`src/rtl/mem_bus_arbiter.sv`:
```
// ---------------------------------------------------------------------------
// mem_bus_arbiter
//   Shares one memory port between NUM_PORTS requesting masters (port 0 =
//   dmem, port 1 = imem, further ports for DMA/debug). A winner is picked in
//   IDLE. Its address, write enable and write data are latched and held on the
//   memory bus until mem_ready, or until the optional wait timeout expires. The
//   result is then handed back to the winning port for one cycle.
//   RR_MODE = 0 grants the lowest requesting index. RR_MODE = 1 searches
//   round-robin, starting one past the previous winner.
//
// Ports
//   clk, rst_n             clock (rising edge), asynchronous active-low reset
//   req/we [NUM_PORTS]     per-port request (held until ready) and write enable
//   addr, wdata            per-port address/write data, port i at [i*W +: W]
//   gnt                    one-hot owner of the transaction in flight
//   ready                  one-cycle completion pulse to the owner
//   err                    qualifies ready: transaction ended by timeout
//   rdata                  read data while ready is high, else 0
//   mem_req/addr/we/wdata  latched memory bus transaction
//   mem_rdata, mem_ready   memory response, honoured only while BUSY
// ---------------------------------------------------------------------------
module mem_bus_arbiter #(
    parameter int NUM_PORTS  = 2,
    parameter int ADDR_WIDTH = 32,
    parameter int DATA_WIDTH = 32,
    parameter int RR_MODE    = 0,
    parameter int TIMEOUT    = 16
) (
    input  logic                            clk,
    input  logic                            rst_n,
    input  logic [NUM_PORTS-1:0]            req,
    input  logic [NUM_PORTS*ADDR_WIDTH-1:0] addr,
    input  logic [NUM_PORTS-1:0]            we,
    input  logic [NUM_PORTS*DATA_WIDTH-1:0] wdata,
    output logic [NUM_PORTS-1:0]            gnt,
    output logic [NUM_PORTS-1:0]            ready,
    output logic                            err,
    output logic [DATA_WIDTH-1:0]           rdata,
    output logic                            mem_req,
    output logic [ADDR_WIDTH-1:0]           mem_addr,
    output logic                            mem_we,
    output logic [DATA_WIDTH-1:0]           mem_wdata,
    input  logic [DATA_WIDTH-1:0]           mem_rdata,
    input  logic                            mem_ready
);

    localparam int IDX_W = (NUM_PORTS > 1) ? $clog2(NUM_PORTS) : 1;
    localparam int CNT_W = (TIMEOUT > 0) ? $clog2(TIMEOUT + 1) : 1;
    localparam logic [CNT_W-1:0] CNT_LAST = CNT_W'((TIMEOUT > 0) ? TIMEOUT - 1 : 0);

    typedef enum logic [1:0] {
        S_IDLE = 2'd0,
        S_BUSY = 2'd1,
        S_RESP = 2'd2
    } state_t;

    state_t           state;
    logic [IDX_W-1:0] rr_ptr;
    logic [CNT_W-1:0] wait_cnt;

    logic [IDX_W-1:0] win_idx;
    logic             win_found;
    logic [IDX_W-1:0] search_base;
    logic [IDX_W:0]   cand_sum;
    logic [IDX_W-1:0] cand;

    logic [ADDR_WIDTH-1:0] port_addr  [NUM_PORTS];
    logic [DATA_WIDTH-1:0] port_wdata [NUM_PORTS];

    for (genvar i = 0; i < NUM_PORTS; i++) begin : g_unpack
        assign port_addr[i]  = addr[i*ADDR_WIDTH +: ADDR_WIDTH];
        assign port_wdata[i] = wdata[i*DATA_WIDTH +: DATA_WIDTH];
    end

    // Pointer advance with wrap. NUM_PORTS need not be a power of two.
    function automatic logic [IDX_W-1:0] wrap_inc(input logic [IDX_W-1:0] i);
        if (i == IDX_W'(NUM_PORTS - 1))
            return '0;
        else
            return i + 1'b1;
    endfunction

    // Winner search. Fixed mode always starts at port 0. Round-robin starts at
    // rr_ptr. The candidate index is reduced modulo NUM_PORTS with one
    // conditional subtract (base and offset are both < NUM_PORTS), so it never
    // leaves the valid port range.
    always_comb begin
        search_base = (RR_MODE != 0) ? rr_ptr : '0;
        win_found   = 1'b0;
        win_idx     = '0;
        cand_sum    = '0;
        cand        = '0;
        for (int k = 0; k < NUM_PORTS; k++) begin
            cand_sum = {1'b0, search_base} + (IDX_W+1)'(k);
            if (cand_sum >= (IDX_W+1)'(NUM_PORTS))
                cand_sum = cand_sum - (IDX_W+1)'(NUM_PORTS);
            cand = cand_sum[IDX_W-1:0];
            if (!win_found && req[cand]) begin
                win_found = 1'b1;
                win_idx   = cand;
            end
        end
    end

    always_ff @(posedge clk or negedge rst_n) begin
        if (!rst_n) begin
            state     <= S_IDLE;
            rr_ptr    <= '0;
            wait_cnt  <= '0;
            gnt       <= '0;
            ready     <= '0;
            err       <= 1'b0;
            rdata     <= '0;
            mem_req   <= 1'b0;
            mem_addr  <= '0;
            mem_we    <= 1'b0;
            mem_wdata <= '0;
        end else begin
            case (state)
                // ---- IDLE: arbitrate and latch the winning transaction ----
                S_IDLE: begin
                    if (win_found) begin
                        gnt       <= NUM_PORTS'(1) << win_idx;
                        mem_req   <= 1'b1;
                        mem_addr  <= port_addr[win_idx];
                        mem_we    <= we[win_idx];
                        mem_wdata <= port_wdata[win_idx];
                        wait_cnt  <= '0;
                        if (RR_MODE != 0)
                            rr_ptr <= wrap_inc(win_idx);
                        state     <= S_BUSY;
                    end
                end

                // ---- BUSY: hold the bus until memory answers or time runs out ----
                S_BUSY: begin
                    if (mem_ready) begin
                        rdata   <= mem_rdata;
                        err     <= 1'b0;
                        mem_req <= 1'b0;
                        ready   <= gnt;
                        state   <= S_RESP;
                    end else if (TIMEOUT != 0 && wait_cnt == CNT_LAST) begin
                        rdata   <= '0;
                        err     <= 1'b1;
                        mem_req <= 1'b0;
                        ready   <= gnt;
                        state   <= S_RESP;
                    end else begin
                        wait_cnt <= wait_cnt + 1'b1;
                    end
                end

                // ---- RESP: single-cycle result to the owner ----
                S_RESP: begin
                    ready <= '0;
                    gnt   <= '0;
                    rdata <= '0;
                    err   <= 1'b0;
                    state <= S_IDLE;
                end

                default: begin
                    state <= S_IDLE;
                end
            endcase
        end
    end

endmodule

```
`config.mk`:
```
export PLATFORM = sky130hd
export DESIGN_NAME = mem_bus_arbiter
export DESIGN_NICKNAME = d
export VERILOG_FILES = /design/src/rtl/mem_bus_arbiter.sv
export SDC_FILE = /design/constraint.sdc
export NUM_CORES = 1
export LEC_CHECK = 0
export CAP_MARGIN = 20
export CORE_MARGIN = 3
export CORE_UTILIZATION = 42
export DETAILED_ROUTE_END_ITERATION = 10
export GPL_TIMING_DRIVEN = 0
export PLACE_DENSITY = 0.86
export REMOVE_ABC_BUFFERS = 1
export SLEW_MARGIN = 20
export SYNTH_ARGS = -nofsm -noshare
export SYNTH_HDL_FRONTEND = slang
export SYNTH_SLANG_ARGS = --single-unit
```
`constraint.sdc`:
```
create_clock -name clk -period 3.7 [get_ports clk]
set_input_delay 0.555 -clock clk [delete_from_list [all_inputs] [get_ports clk]]
set_output_delay 0.555 -clock clk [all_outputs]
set_load 0.01 [all_outputs]
```
==> PnR_summary.wiki <==
{| class="wikitable"
! Metric !! Value
|-
| Status || completed
|-
| Fin crit period || approximately 2.2 ns
|-
| Leakage power total || ~0.0033 uW
|-
| Vias || slightly below 4k
|-
| Cell area after synthesis || 4930 um^2
|-
| Maximum fanout along the worst path || 34
|-
| Number of clock sinks seen by CTS || 110
|-
| CP bufs+invs || 0
|-
| Number of slew-limit violations in the final report || 0
|-
| Io pins || 270
|-
| Total clock buffers created by CTS || 9
|-
| Most common flop cell mapped by yosys || dfrtp_1
|-
| GPL Wtd Cong || about 0.80
|-
| Placement Rows || 38
|-
| Post-DP HPWL || 10,900 um
|-
| Wire per inst || 18.8 um
|-
| Clock Pin Slew Worst Setup and Hold Paths || ~0.070 ns
|-
| Share of async-settable or async-resettable flops after synthesis || 1.00
|-
| Count of unique library cells instantiated by Yosys || 32
|-
| Initial drt markers || 125
|-
| Startpoint of the lowest-slack register-to-register path || wait_cnt[0]
|-
| Worst min-delay path category || input pin to async pin
|-
| TritonCTS clock tree || yes
|-
| Stage delay of the slowest cell on the critical path || 0.59 ns
|-
| Post-synthesis area per instance || 14.4 um^2
|-
| Number of port buffers || 269
|-
| Peak supply drop || 0.000483 V
|-
| DRC violation count after routing || 0
|-
| Width of the chip || approximately 110 um
|-
| GRT Residual Overflow || 0
|-
| Detailed-routing iteration count for the pre-antenna-repair pass || 4
|-
| Tightest Pin Transition || 0.638 ns
|-
| Dpl cell area || 7770 um^2
|-
| Final Setup Violations || 0
|-
| Cell family contributing the most delay on the critical path || compound AO/OA/AOI/OAI gates
|-
| Critical Path Source || wait_cnt[0]
|-
| Diodes inserted || 0
|-
| CORE AREA || 11,100 um^2
|-
| Amount of wire on met2 after detailed routing || 7150 um
|-
| Number of global-route vias before repair || 4,162
|-
| Ordered list of cells on the worst path || ha_1 -> and3_1 -> ha_1 -> nor2_1 -> o21a_2 -> a22o_1
|-
| Initial antenna violation count || 0
|-
| Level count of the clock H-tree || 3
|-
| GRT Total Usage || 0.212
|-
| Die Y || 114 um
|-
| Most repeated library cell on the critical path || ha_1
|-
| # nets final || 771
|-
| Uppermost layer routed || met4
|-
| Final Cycle Share || 0.602
|-
| Cells resized by post-CTS repair || 0
|-
| Setup Crit Path Kind || flip-flop to flip-flop
|-
| Flops & latches, synth || 110
|-
| Sequential share of the synthesized area || 0.559
|-
| Post-synthesis instance total || 341
|-
| Final standard cell area without fillers || slightly above 8000 um^2
|-
| Main area contributors after synthesis || dfrtp_1 56%, mux2_2 29%, a22o_1 5.9%
|-
| Largest area contributor in the synthesized netlist || dfrtp_1
|-
| Starting density of the core || 0.443
|-
| Routed wire length || 14,000 um
|-
| Die Footprint || 13,100 um^2
|-
| Number of enable flip-flop cells after synthesis || 0
|-
| Required time of the critical path || 3.97 ns
|-
| Post-layout utilization of the core || 0.723
|-
| P per Cell Area || 738 nW/um^2
|-
| Number of vias per cell || 5.14
|-
| Endpoint of the worst-slack reg-to-reg timing path || rdata[6]
|-
| Area share of the largest cell type after synthesis || 0.559
|-
| Critical path depth in cells || 6
|-
| Worst Path Arrival || about 2.5 ns
|-
| Count of nets left with antenna violations after detail routing || 0
|-
| CTS root buf || clkbuf_16
|-
| Fmax achieved || 449 MHz
|-
| Clock buffer depth || 2
|-
| Clock tree skew after final layout || about 0.0061 ns
|-
| Number of endpoints with negative hold slack in the final report || 0
|-
| Share of cells above drive strength 1 || 0.259
|-
| P&R area growth vs syn || 63.3%
|-
| Met1 Routed Length || 5320 um
|-
| Type of element capturing the critical path || flip-flop
|-
| Total of warnings raised by yosys || 0
|-
| Slowest stage cell, crit path || o21a_2
|-
| RSZ-0062 raised after global routing || no
|-
| Hold buffer count at CTS || 0
|-
| End point of the critical path || rdata[6]
|-
| Reg-to-reg slack, setup || approximately 1.5 ns
|-
| Detailed route wirelength on metal3 || 1310 um
|-
| Critical Path Start Type || flip-flop
|-
| MaxCap Viol Count || 0
|-
| Clock Latency Late Sink || 0.33 ns
|-
| Total negative slack for setup checks || 0 ns
|-
| Buffers inserted by post-CTS timing repair || 0
|-
| DP Cell Count || 731
|-
| Cell Count, Final, Fillers Out || 747
|-
| Relative max-transition margin || 0.575
|-
| Maximum number of pins on one net before global-route repair || 60
|-
| Depth of the worst register-to-register path || 6
|-
| Wire length of the first global-routing pass || 21,700 um
|}
[state kept, by name, indices dropped and copies added (netlist names)]
| name | cells |
|---|---|
| wait_cnt | 5 |
| mem_addr | 32 |
| rdata | 32 |
| gnt | 2 |
| mem_we | 1 |
| state | 2 |
| mem_wdata | 32 |
| ready | 2 |
| mem_req | 1 |
| err | 1 |
[metal layers]
metal | global-route usage | vias to the layer above
met4 | 0.0681 | 0
met5 | 0 | -
li1 | - | 1763
met2 | 0.379 | 177
met3 | 0.0661 | 19
met1 | 0.242 | 1883
[Yosys cell counts, types with 2 or more instances]
library cell  instances
a21oi_1               3
a22o_1               33
and3_1                2
buf_2                13
buf_6                 4
clkbuf_1              5
dfrtp_1             110
ha_1                  2
inv_1                 5
mux2_2              129
mux2i_1               2
nand2b_1              3
nand3_1               3
nor2_1                2
o21ai_0               7
or2_2                 2
[cell type report]
type | count | area [um^2]
Fill cell | 767 | 3080
Timing Repair Buffer | 273 | 2790
Sequential cell | 110 | 2750
Multi-Input combinational cell | 203 | 2030
Clock buffer | 11 | 243
Tap cell | 140 | 175
Clock inverter | 5 | 35.0
Inverter | 5 | 18.8
[where the power goes]
group	leakage (uW)	switching, uW	internal [uW]
clock network	0.000124	422	474
registers	0.00133	346	1800
logic	0.00186	1100	1790
total	0.00331	1870	4070
[kinds of logic after synthesis]
family / synth area share
muxes: 0.301
adders and majority gates: 0.00508
AOI/OAI and AO/OA: 0.0800
buffers and inverters: 0.0315
DFF: 0.559
and+or+nand+nor: 0.0234
[through the flow]
| stage | hold slack [ns] | setup WS, ns | power, uW |
|---|---|---|---|
| 3_3_place_gp | 0.474 | -1.99 | 4970 |
| 5_1_grt | 0.180 | 1.36 | 6270 |
| 4_1_cts | 0.175 | 1.10 | 6010 |
| 3_5_place_dp | 0.475 | 1.07 | 5080 |
| 2_1_floorplan | 0.259 | 0.648 | 3370 |
| 6_report | 0.161 | 1.47 | 5940 |
[worst min path at each step]
| stage | to | cells past startpoint |
|---|---|---|
| after floorplan | err | 0 |
| after global placement | mem_req | 1 |
| after detailed placement | mem_wdata[25] | 1 |
| after CTS | mem_wdata[11] | 1 |
| after global routing | mem_wdata[25] | 1 |
| final | mem_wdata[11] | 1 |
[placed cells by master (no fill, tap or decap), drive strengths merged, types with 4 or more instances in the layout]
cell type | synthesis | final
clkinvlp | 0 | 4
o21ai | 7 | 7
a21oi | 4 | 4
clkbuf | 5 | 11
dfrtp | 110 | 110
inv | 5 | 5
buf | 18 | 5
a22o | 33 | 33
clkdlybuf4s50 | 0 | 268
mux2 | 130 | 130
No activity file was read; power rests on OpenSTA's default activity.
